--- src/rtl/axi_lite_pkg.sv ---
// Shared AXI4-Lite types, response codes and the byte-lane merge helper
// used by the register slave and its bus interface.
package axi_lite_pkg;

  typedef logic [31:0] word_t;

  localparam logic [1:0] RESP_OKAY   = 2'b00;
  localparam logic [1:0] RESP_SLVERR = 2'b10;

  // Replace only the byte lanes whose strobe bit is set.
  function automatic word_t wstrb_merge(word_t old, word_t wdata, logic [3:0] wstrb);
    word_t merged;
    merged = old;
    for (int b = 0; b < 4; b++) begin
      if (wstrb[b]) merged[8*b +: 8] = wdata[8*b +: 8];
    end
    return merged;
  endfunction

endpackage

--- src/rtl/axi_lite_if.sv ---
// AXI4-Lite channel bundle (AW, W, B, AR, R) with master and slave views.
interface axi_lite_if;
  import axi_lite_pkg::*;

  logic [31:0] awaddr;
  logic        awvalid;
  logic        awready;

  word_t       wdata;
  logic [3:0]  wstrb;
  logic        wvalid;
  logic        wready;

  logic [1:0]  bresp;
  logic        bvalid;
  logic        bready;

  logic [31:0] araddr;
  logic        arvalid;
  logic        arready;

  word_t       rdata;
  logic [1:0]  rresp;
  logic        rvalid;
  logic        rready;

  modport master (
    output awaddr, awvalid, input awready,
    output wdata, wstrb, wvalid, input wready,
    input  bresp, bvalid, output bready,
    output araddr, arvalid, input arready,
    input  rdata, rresp, rvalid, output rready
  );

  modport slave (
    input  awaddr, awvalid, output awready,
    input  wdata, wstrb, wvalid, output wready,
    output bresp, bvalid, input bready,
    input  araddr, arvalid, output arready,
    output rdata, rresp, rvalid, input rready
  );

endinterface

--- src/rtl/axi_lite_reg_slave.sv ---
// AXI4-Lite register slave: RW control bank plus RO status words in one 4 KiB window.
// Define AXIL_SLVERR_EN to answer misses and writes to status words with SLVERR.
module axi_lite_reg_slave
  import axi_lite_pkg::*;
#(
  parameter logic [31:0] BASE_ADDR = 32'h4000_0000,
  parameter int          NUM_CTRL  = 8,
  parameter int          NUM_STAT  = 4,
  parameter word_t       CTRL_RST  = 32'h0
) (
  input  logic                ACLK,
  input  logic                ARESETN,
  axi_lite_if.slave           s_axi,
  output word_t               ctrl_o [NUM_CTRL],
  output logic [NUM_CTRL-1:0] ctrl_wr_pulse,
  input  word_t               stat_i [NUM_STAT]
);

  localparam int NUM_REGS = NUM_CTRL + NUM_STAT;

  typedef enum logic [1:0] {DEC_CTRL, DEC_STAT, DEC_MISS} dec_e;

  // Classify a word address (byte address bits [31:2]) within the window.
  function automatic dec_e decode(logic [29:0] word_addr);
    if (word_addr[29:10] != BASE_ADDR[31:12]) return DEC_MISS;
    if (int'(word_addr[9:0]) < NUM_CTRL)      return DEC_CTRL;
    if (int'(word_addr[9:0]) < NUM_REGS)      return DEC_STAT;
    return DEC_MISS;
  endfunction

  logic        rdy_en;
  word_t       ctrl_q [NUM_CTRL];

  logic        aw_held, w_held;
  logic [29:0] aw_addr_q;
  word_t       w_data_q;
  logic [3:0]  w_strb_q;
  logic        bvalid_q;
  logic [1:0]  bresp_q;

  logic        aw_hs, w_hs, commit;
  logic [29:0] wr_addr;
  word_t       wr_data;
  logic [3:0]  wr_strb;
  dec_e        wr_dec;
  logic [1:0]  wr_resp;

  logic        ar_hs;
  dec_e        rd_dec;
  word_t       rd_data;
  logic [1:0]  rd_resp;
  logic        rvalid_q;
  word_t       rdata_q;
  logic [1:0]  rresp_q;

  // READYs stay low until the first edge after reset release.
  // NOTE: sequential state uses non-blocking assignments so every flop samples pre-edge values.
  always_ff @(posedge ACLK or negedge ARESETN) begin
    if (!ARESETN) rdy_en <= 1'b0;
    else          rdy_en <= 1'b1;
  end

  assign s_axi.awready = rdy_en & ~aw_held & ~bvalid_q;
  assign s_axi.wready  = rdy_en & ~w_held  & ~bvalid_q;
  assign s_axi.arready = rdy_en & ~rvalid_q;

  assign aw_hs  = s_axi.awvalid & s_axi.awready;
  assign w_hs   = s_axi.wvalid  & s_axi.wready;
  assign commit = (aw_held | aw_hs) & (w_held | w_hs);

  assign wr_addr = aw_held ? aw_addr_q : s_axi.awaddr[31:2];
  assign wr_data = w_held  ? w_data_q  : s_axi.wdata;
  assign wr_strb = w_held  ? w_strb_q  : s_axi.wstrb;
  assign wr_dec  = decode(wr_addr);

`ifdef AXIL_SLVERR_EN
  assign wr_resp = (wr_dec == DEC_CTRL) ? RESP_OKAY : RESP_SLVERR;
`else
  assign wr_resp = RESP_OKAY;
`endif

  // Write channel: park whichever of AW/W arrives first, commit once both are present.
  always_ff @(posedge ACLK or negedge ARESETN) begin
    if (!ARESETN) begin
      aw_held   <= 1'b0;
      w_held    <= 1'b0;
      aw_addr_q <= '0;
      w_data_q  <= '0;
      w_strb_q  <= '0;
      bvalid_q  <= 1'b0;
      bresp_q   <= RESP_OKAY;
    end else if (commit) begin
      aw_held  <= 1'b0;
      w_held   <= 1'b0;
      bvalid_q <= 1'b1;
      bresp_q  <= wr_resp;
    end else begin
      if (aw_hs) begin
        aw_held   <= 1'b1;
        aw_addr_q <= s_axi.awaddr[31:2];
      end
      if (w_hs) begin
        w_held   <= 1'b1;
        w_data_q <= s_axi.wdata;
        w_strb_q <= s_axi.wstrb;
      end
      if (bvalid_q && s_axi.bready) bvalid_q <= 1'b0;
    end
  end

  assign s_axi.bvalid = bvalid_q;
  assign s_axi.bresp  = bresp_q;

  // NOTE: the control bank is a small register file feeding analog controls, so every entry is reset.
  always_ff @(posedge ACLK or negedge ARESETN) begin
    if (!ARESETN) begin
      for (int i = 0; i < NUM_CTRL; i++) ctrl_q[i] <= CTRL_RST;
      ctrl_wr_pulse <= '0;
    end else begin
      ctrl_wr_pulse <= '0;
      for (int i = 0; i < NUM_CTRL; i++) begin
        if (commit && wr_dec == DEC_CTRL && int'(wr_addr[9:0]) == i) begin
          ctrl_q[i]        <= wstrb_merge(ctrl_q[i], wr_data, wr_strb);
          ctrl_wr_pulse[i] <= 1'b1;
        end
      end
    end
  end

  assign ctrl_o = ctrl_q;

  assign ar_hs  = s_axi.arvalid & s_axi.arready;
  assign rd_dec = decode(s_axi.araddr[31:2]);

  // NOTE: every always_comb output gets a default first so no path can infer a latch.
  always_comb begin
    rd_data = '0;
    rd_resp = RESP_OKAY;
    for (int i = 0; i < NUM_CTRL; i++) begin
      if (rd_dec == DEC_CTRL && int'(s_axi.araddr[11:2]) == i) rd_data = ctrl_q[i];
    end
    for (int j = 0; j < NUM_STAT; j++) begin
      if (rd_dec == DEC_STAT && int'(s_axi.araddr[11:2]) == NUM_CTRL + j) rd_data = stat_i[j];
    end
`ifdef AXIL_SLVERR_EN
    if (rd_dec == DEC_MISS) rd_resp = RESP_SLVERR;
`endif
  end

  // Read data is captured at the AR handshake and held until RREADY.
  always_ff @(posedge ACLK or negedge ARESETN) begin
    if (!ARESETN) begin
      rvalid_q <= 1'b0;
      rdata_q  <= '0;
      rresp_q  <= RESP_OKAY;
    end else if (ar_hs) begin
      rvalid_q <= 1'b1;
      rdata_q  <= rd_data;
      rresp_q  <= rd_resp;
    end else if (rvalid_q && s_axi.rready) begin
      rvalid_q <= 1'b0;
    end
  end

  assign s_axi.rvalid = rvalid_q;
  assign s_axi.rdata  = rdata_q;
  assign s_axi.rresp  = rresp_q;

endmodule

--- src/flat_wrapper.sv ---
// flat-port wrapper written by rule: the top's interface ports become plain ports
module axi_lite_reg_slave_flat import axi_lite_pkg::*;
#(
  parameter logic [31:0] BASE_ADDR = 32'h4000_0000,
  parameter int          NUM_CTRL  = 8,
  parameter int          NUM_STAT  = 4,
  parameter word_t       CTRL_RST  = 32'h0
)
  (ACLK, ARESETN, ctrl_o, ctrl_wr_pulse, stat_i, s_axi_awaddr, s_axi_awvalid, s_axi_awready, s_axi_wdata, s_axi_wstrb, s_axi_wvalid, s_axi_wready, s_axi_bresp, s_axi_bvalid, s_axi_bready, s_axi_araddr, s_axi_arvalid, s_axi_arready, s_axi_rdata, s_axi_rresp, s_axi_rvalid, s_axi_rready);
  axi_lite_if s_axi_i ();
  input  logic ACLK;
  input  logic ARESETN;
  output word_t ctrl_o[NUM_CTRL];
  output logic [NUM_CTRL-1:0] ctrl_wr_pulse;
  input  word_t stat_i[NUM_STAT];
  input wire logic [$bits(s_axi_i.awaddr)-1:0] s_axi_awaddr;
  input wire logic [$bits(s_axi_i.awvalid)-1:0] s_axi_awvalid;
  output wire logic [$bits(s_axi_i.awready)-1:0] s_axi_awready;
  input wire logic [$bits(s_axi_i.wdata)-1:0] s_axi_wdata;
  input wire logic [$bits(s_axi_i.wstrb)-1:0] s_axi_wstrb;
  input wire logic [$bits(s_axi_i.wvalid)-1:0] s_axi_wvalid;
  output wire logic [$bits(s_axi_i.wready)-1:0] s_axi_wready;
  output wire logic [$bits(s_axi_i.bresp)-1:0] s_axi_bresp;
  output wire logic [$bits(s_axi_i.bvalid)-1:0] s_axi_bvalid;
  input wire logic [$bits(s_axi_i.bready)-1:0] s_axi_bready;
  input wire logic [$bits(s_axi_i.araddr)-1:0] s_axi_araddr;
  input wire logic [$bits(s_axi_i.arvalid)-1:0] s_axi_arvalid;
  output wire logic [$bits(s_axi_i.arready)-1:0] s_axi_arready;
  output wire logic [$bits(s_axi_i.rdata)-1:0] s_axi_rdata;
  output wire logic [$bits(s_axi_i.rresp)-1:0] s_axi_rresp;
  output wire logic [$bits(s_axi_i.rvalid)-1:0] s_axi_rvalid;
  input wire logic [$bits(s_axi_i.rready)-1:0] s_axi_rready;
  assign s_axi_i.awaddr = s_axi_awaddr;
  assign s_axi_i.awvalid = s_axi_awvalid;
  assign s_axi_awready = s_axi_i.awready;
  assign s_axi_i.wdata = s_axi_wdata;
  assign s_axi_i.wstrb = s_axi_wstrb;
  assign s_axi_i.wvalid = s_axi_wvalid;
  assign s_axi_wready = s_axi_i.wready;
  assign s_axi_bresp = s_axi_i.bresp;
  assign s_axi_bvalid = s_axi_i.bvalid;
  assign s_axi_i.bready = s_axi_bready;
  assign s_axi_i.araddr = s_axi_araddr;
  assign s_axi_i.arvalid = s_axi_arvalid;
  assign s_axi_arready = s_axi_i.arready;
  assign s_axi_rdata = s_axi_i.rdata;
  assign s_axi_rresp = s_axi_i.rresp;
  assign s_axi_rvalid = s_axi_i.rvalid;
  assign s_axi_i.rready = s_axi_rready;
  axi_lite_reg_slave #(.BASE_ADDR(BASE_ADDR), .NUM_CTRL(NUM_CTRL), .NUM_STAT(NUM_STAT), .CTRL_RST(CTRL_RST)) u_core (.ACLK(ACLK), .ARESETN(ARESETN), .s_axi(s_axi_i), .ctrl_o(ctrl_o), .ctrl_wr_pulse(ctrl_wr_pulse), .stat_i(stat_i));
endmodule
--- config.mk ---
export PLATFORM = sky130hd
export DESIGN_NAME = axi_lite_reg_slave_flat
export DESIGN_NICKNAME = d
export VERILOG_FILES = /design/src/rtl/axi_lite_pkg.sv /design/src/rtl/axi_lite_if.sv /design/src/rtl/axi_lite_reg_slave.sv /design/src/flat_wrapper.sv
export SDC_FILE = /design/constraint.sdc
export NUM_CORES = 1
export LEC_CHECK = 0
export ABC_AREA = 1
export ABC_CLOCK_PERIOD_IN_PS = 2800
export BUFFER_PORTS_ARGS = -buffer_cell sky130_fd_sc_hd__buf_2
export CAP_MARGIN = 30
export CORE_ASPECT_RATIO = 0.8
export CORE_MARGIN = 8
export CORE_UTILIZATION = 38
export DETAILED_ROUTE_END_ITERATION = 8
export PLACE_DENSITY = 0.67
export SLEW_MARGIN = 20
export SYNTH_ARGS = -nofsm -noshare
export SYNTH_HDL_FRONTEND = slang
export SYNTH_SLANG_ARGS = --single-unit
--- constraint.sdc ---
create_clock -name ACLK -period 2.8 [get_ports ACLK]
set_clock_uncertainty 0.15 [all_clocks]
set_input_delay 0.42 -clock ACLK [delete_from_list [all_inputs] [get_ports ACLK]]
set_output_delay 0.42 -clock ACLK [all_outputs]
set_load 0.1 [all_outputs]
==> metrics.md, run 1 <==
| Metric | Value |
|---|---|
| Pin count of the biggest net entering global routing | `90` |
| CTS Sinks | `367` |
| Synth top area cells | `dfrtp_1 53%, nand2_1 14%, o21ai_1 7.9%` |
| Final HPWL DP | `53,520 um` |
| Placed Cells | `3,236` |
| Row cnt | `70` |
| Worst path arrival time | `2950 ps` |
| # setup viols final | `0` |
| Asr flop ratio synth | `100.0%` |
| Cell area power density | `616.8 nW/um^2` |
| Leak pwr | `12.11 nW` |
| Worst min path class | `input port to flip-flop` |
| DRT Pass-1 Iters | `6` |
| IO Count | `540` |
| Period utilization | `96.56%` |
| Fin crit period | `around 2700 ps` |
| H-Tree Level Count | `2` |
| Clk root buf | `clkbuf_16` |
| Critical path endpoint category | `flip-flop` |
| Initial antenna violation count | `5` |
| Critical path class | `flip-flop to flip-flop` |
| Clock-pin slew on the worst setup and hold paths | `roughly 60 ps` |
| Fin area | `about 23,000 sq um` |
| Syn_area_per_cell | `8.167 sq um` |
| Final hold violations | `0` |
| Netlist cell types | `35` |
| Internal power | `9.950 mW` |
| Worst skew pair latency | `550 ps` |
| Warnings, synthesis | `0` |
| Post-synth top flop | `dfrtp_1` |
| DRT iter0 DRCs | `1,533` |
| Clock group share of total power | `39.3%` |
| Fill count | `roughly 4.3k` |
| Synth area leader | `dfrtp_1` |
| Slew HR | `37.87%` |
| Count leader, synth | `nand2_1` |
| Max Clk Rate | `369.8 MHz` |
| Number of global-route vias before repair | `17.26k` |
| Worst-margin pin slew | `between 900 and 1000 ps` |
| Commonest cells in the synthesized netlist | `656 x nand2_1, 367 x dfrtp_1, 275 x o21ai_1, 161 x nor2_1, 142 x inv_1` |
| DIE WIDTH | `around 260 um` |
| Post-Layout Cell Count | `around 3.4k` |
| Die area | `53,090 sq um` |
| Vias | `17.60k` |
| Slew Limit Fails | `0` |
| Seq/Total Area, Yosys | `52.62%` |
| Remaining Overflow, GRT | `0` |
| Post-synth EDFFs | `0` |
| Initial core utilization | `38.32%` |
| Switching share of power | `between 30% and 40%` |
| Unrepaired setup endpoints after global routing | `true` |
| Yosys reg bits | `367` |
| Seq pwr share | `a little over two fifths` |
| GRT Total Usage | `about a quarter` |
| CTS tree | `done` |
| Dpl ws | `-43.12 ps` |
| Hold_ws | `17.59 ps` |
| Die Y | `around 210 um` |
| Core area | `45,540 sq um` |
| Sw power | `between 4 and 5 mW` |
| Clock Tree Buf Depth | `3` |
| Worst Setup Slack, final | `96.18 ps` |
| Via/cell ratio | `around 5.2` |
| Required @ worst endpoint | `3040 ps` |
| RD Place Congestion | `0.9443` |
| Layout cell share with drive strength beyond 1 | `27.79%` |
| Worst vdd ir | `around 0.57 mV` |
| Comb pwr share | `18.2%` |
| Critical path peak fanout | `16` |
| Post-route ant nets | `0` |
| Synth top area share | `52.62%` |
| Mapped Area | `approximately 17,000 sq um` |
| DRC | `0` |
| Crit start category | `flip-flop` |
| Num CTS Buffers | `41` |
| Syn Inst Count | `around 2.1k` |
| Post-DP Area | `about 21,000 sq um` |
| Wire per inst | `approximately 21 um` |
| Number of port buffers | `531` |
| Total of max-cap violations | `0` |
| Synth-to-Final Area Change | `33.20%` |
| Sum Neg Setup Slack | `0 ps` |
| First-pass GRT wire length | `106,800 um` |
| Outcome | `complete, no violations` |
| Final wirelength | `70,530 um` |
| Final net count | `2,967` |
## path summary, 6_finish.rpt
check / to / depth (start not counted) / slack [ps] / from
max: u_core.ctrl_o[220] / 10 / 100 / u_core.aw_addr_q[6]
min reg2reg: u_core.s_axi.rdata[7] / 2 / 330 / u_core.s_axi.rdata[7]
min in group asynchronous: u_core.aw_addr_q[22] / 2 / 180 / ARESETN
max reg2reg: u_core.ctrl_o[220] / 10 / 100 / u_core.aw_addr_q[6]
max in group asynchronous: u_core.ctrl_o[228] / 3 / 1530 / ARESETN
min: u_core.aw_addr_q[20] / 3 / 20 / s_axi_awaddr[22]
## power by group through the flow
| stage | Clock (mW) | Sequential, mW | Combinational (mW) |
|---|---|---|---|
| 2_1_floorplan | 0 | 6.16 | 1.47 |
| 4_1_cts | 5.73 | 6.07 | 2.58 |
| 5_1_grt | 5.96 | 6.13 | 2.88 |
| 3_5_place_dp | 0 | 6.16 | 2.50 |
| 6_report | 5.64 | 6.09 | 2.61 |
| 3_3_place_gp | 0 | 6.12 | 2.43 |
## through the flow
stage | power [mW] | util, %
2_1_floorplan | 7.631 | -
3_3_place_gp | 8.547 | 46.29
3_5_place_dp | 8.660 | 46.29
4_1_cts | 14.37 | 50.77
5_1_grt | 14.97 | 51.04
6_report | 14.34 | 51.04
## critical path, stage by stage (launching register included)
cell and delay [ps]:
dfrtp_1 390, or4_1 530, nor3_1 150, nand4_1 160
a21oi_4 280, nand2_4 140, nor2_4 150, buf_4 180
nand2_2 220, nand2_1 120, o21ai_1 70
## cells in the final DEF (no fill, tap or decap), types with 25 or more instances in the layout
cell           count
buf_12            25
buf_2            530
buf_4             44
clkbuf_16         43
dfrtp_1          365
dlygate4sd3_1     64
inv_1            141
nand2_1          655
nand3_1          131
nand4_1          104
nor2_1           157
o21ai_0           53
o21ai_1          273
## per-layer routing
metal | global-route usage [%] | up-vias | part of all wire, %
met1 | 35.19 | 8386 | 44
met3 | 5.709 | 154 | 7.8
li1 | - | 8226 | -
met4 | 9.542 | 6 | 3.4
met2 | 39.01 | 825 | 45
met5 | 0 | - | 0.052
## kinds of logic after synthesis
group / synth area share (%)
compound gates: 10.34
mux: 1.391
other cells: 0.04303
flops: 52.62
simple gates: 28.37
buf+inv: 7.233
## flip-flops by register name (all words and copies together), names as in the netlist
name                  cells
u_core.aw_addr_q         30
u_core.aw_held            1
u_core.ctrl_o           256
u_core.ctrl_wr_pulse      8
u_core.rdy_en             1
u_core.s_axi.bvalid       1
u_core.s_axi.rdata       32
u_core.s_axi.rvalid       1
u_core.w_data_q          32
u_core.w_held             1
u_core.w_strb_q           4
## what timing repair did
item,in CTS,in global routing
buffers inserted,0,1
hold buffers,64,0
endpoints found under the hold margin,287,0
endpoints found under the setup margin,0,217
resized for setup,0,25
## layout make-up
type	instances	area, sq um	share of cell area [%]
flip-flops and latches	367	9189	39.53
multi-input cells	1512	7182	30.89
repair buffers	667	4173	17.95
clock buffers	60	1230	5.291
well taps	612	765.7	3.294
inverters	143	536.8	2.309
clock inverters	11	166.4	0.7158
diodes	2	5.005	0.02153
Power figures use the tool's default switching activity.
==> inputs of run 2 (changes only) <==
--- a/config.mk
+++ b/config.mk
@@ -12,6 +12,7 @@
 export CORE_ASPECT_RATIO = 0.8
 export CORE_MARGIN = 8
 export CORE_UTILIZATION = 38
+export CTS_CLUSTER_SIZE = 30
 export DETAILED_ROUTE_END_ITERATION = 8
 export PLACE_DENSITY = 0.67
 export SLEW_MARGIN = 20
==> constraint.sdc (replaced) <==
create_clock -name ACLK -period 2.8 [get_ports ACLK]
set_clock_uncertainty 0.15 [all_clocks]
set_input_delay 0.42 -clock ACLK [delete_from_list [all_inputs] [get_ports ACLK]]
set_output_delay 0.42 -clock ACLK [all_outputs]
set_load 0.05 [all_outputs]
==> metrics.md, run 2 (synthesized netlist as in run 1, its figures left out) <==
| Metric | Value |
|---|---|
| Final wirelength | `69,580 um` |
| Flop-to-flop setup slack | `110 ps` |
| IO Count | `540` |
| DRT iter0 DRCs | `1,790` |
| Slew Limit Fails | `0` |
| Failing checks | `DRC` |
| GRT Total Usage | `about a quarter` |
| Fin area | `between 20,000 and 25,000 sq um` |
| Period utilization | `between 90% and 100%` |
| RD Place Congestion | `0.9443` |
| Total of max-cap violations | `0` |
| Synth-to-Final Area Change | `33.70%` |
| Worst Setup Slack, final | `110.5 ps` |
| Die Y | `roughly 210 um` |
| Most frequent cells in the layout | `654 x nand2_1, 530 x buf_2, 366 x dfrtp_1, 272 x o21ai_1, 159 x nor2_1` |
| Outcome | `finished with violations` |
| Dpl ws | `-114.0 ps` |
| Fill count | `4,234` |
| Worst path arrival time | `2940 ps` |
| Worst skew pair latency | `570 ps` |
| CTS tree | `done` |
| Core area | `45,540 sq um` |
| DRC | `2` |
| Leak pwr | `12.22 nW` |
| Max Clk Rate | `371.8 MHz` |
| Hold_ws | `31.62 ps` |
| Cell area power density | `around 600 nW/um^2` |
| Most common cell after layout, fill and taps aside | `nand2_1` |
| Initial core utilization | `38.32%` |
| Placed Cells | `between 3k and 4k` |
| Remaining Overflow, GRT | `0` |
| Worst Reg-to-Reg Cells | `10` |
| Vias | `between 15k and 20k` |
| First-pass GRT wire length | `around 110,000 um` |
| Slew HR | `28.85%` |
| # setup viols final | `0` |
| Clk root buf | `clkbuf_16` |
| Number of global-route vias before repair | `17.39k` |
| Critical path class | `flip-flop to flip-flop` |
| Final net count | `2,973` |
| Post-Layout Cell Count | `3,382` |
| Die area | `approximately 53,000 sq um` |
| CTS Sinks | `367` |
| Wire per inst | `20.57 um` |
| Fin crit period | `2690 ps` |
| Initial antenna violation count | `9` |
| Worst vdd ir | `0.3745 mV` |
| H-Tree Level Count | `2` |
| Required @ worst endpoint | `3050 ps` |
| Unrepaired setup endpoints after global routing | `true` |
| Clock-pin slew on the worst setup and hold paths | `around 60 ps` |
| Critical path peak fanout | `16` |
| Number of port buffers | `531` |
| Min-Delay Path Depth | `5` |
| Layout cell share with drive strength beyond 1 | `approximately 28%` |
| Post-route ant nets | `0` |
| Final hold violations | `0` |
| DIE WIDTH | `255.6 um` |
| Num CTS Buffers | `40` |
| Hold Crit Start | `stat_i[11]` |
| DRT Pass-1 Iters | `8` |
| Post-DP Area | `21,180 sq um` |
| Final HPWL DP | `52,880 um` |
| Worst min path class | `input port to flip-flop` |
| Pin count of the biggest net entering global routing | `between 80 and 90` |
| Critical path endpoint category | `flip-flop` |
| Post-CTS Setup Bufs | `0` |
| Crit start category | `flip-flop` |
| Via/cell ratio | `5.235` |
| Row cnt | `70` |
| FF-to-FF End | `u_core.ctrl_o[66]` |
| Total power | `14.00 mW` |
| Max FFs per register | `around 260` |
| RR Startpoint | `u_core.aw_addr_q[6]` |
| Clock Tree Buf Depth | `3` |
| Worst-margin pin slew | `1067 ps` |
| WHS Endpoint | `u_core.s_axi.rdata[11]` |
run 2: how the worst max path moves through the flow:
stage	from	end	slack (ps)	depth (start not counted)
after floorplan	u_core.s_axi.bvalid	u_core.ctrl_o[117]	20	13
after global placement	s_axi_araddr[29]	u_core.s_axi.rdata[21]	-130	14
after detailed placement	s_axi_araddr[29]	u_core.s_axi.rdata[21]	-110	14
after CTS	u_core.aw_addr_q[6]	u_core.ctrl_o[66]	-40	10
after global routing	u_core.aw_addr_q[6]	u_core.ctrl_o[193]	-20	10
final	u_core.aw_addr_q[6]	u_core.ctrl_o[66]	110	10
run 2: worst max-delay path, stage by stage (launching register included):
cell     delay [ps]
dfrtp_1         380
or4_1           580
nor3_2          160
nand4_1         160
a21oi_4         290
nand2_4         140
nor2_4          140
buf_4           180
nand2_4         140
nand2_1         140
o21ai_1          70
run 2: stage by stage:
step,util [%],TNS (ps)
after global routing,51.22,-25.43
after global placement,46.49,-640.5
after CTS,50.86,-518.8
after detailed placement,46.49,-1042
after floorplan,-,0
final,51.24,0
run 2: final cells by class:
type | instances | area, sq um | share of cell area [%]
Inverter | 143 | 536.8 | 2.300
Clock buffer | 59 | 1195 | 5.121
Antenna cell | 6 | 15.01 | 0.06434
Multi-Input combinational cell | 1513 | 7259 | 31.11
Sequential cell | 367 | 9185 | 39.36
Timing Repair Buffer | 673 | 4268 | 18.29
Clock inverter | 9 | 110.1 | 0.4719
Tap cell | 612 | 765.7 | 3.281
run 2: power breakdown:
group          switching [mW]  total (mW)  internal, mW  leakage, nW
Clock                    2.20        5.33          3.13        0.645
Sequential              0.284        6.07          5.79         5.01
Combinational            1.81        2.60         0.798         6.57
Total                    4.29        14.0          9.72         12.2
run 2: routing by layer:
metal | part of all wire (%) | GRT usage (%)
met1 | 43 | 34.13
met5 | 0.069 | 0
met4 | 3.7 | 9.698
met2 | 45 | 39.08
met3 | 8.9 | 6.450
run 2: what timing repair did:
action,4_1_cts,5_1_grt
hold buffers,64,0
endpoints found under the hold margin,136,0
endpoints found under the setup margin,97,186
resized for setup,9,30
pin swaps,0,2
cloned,0,1
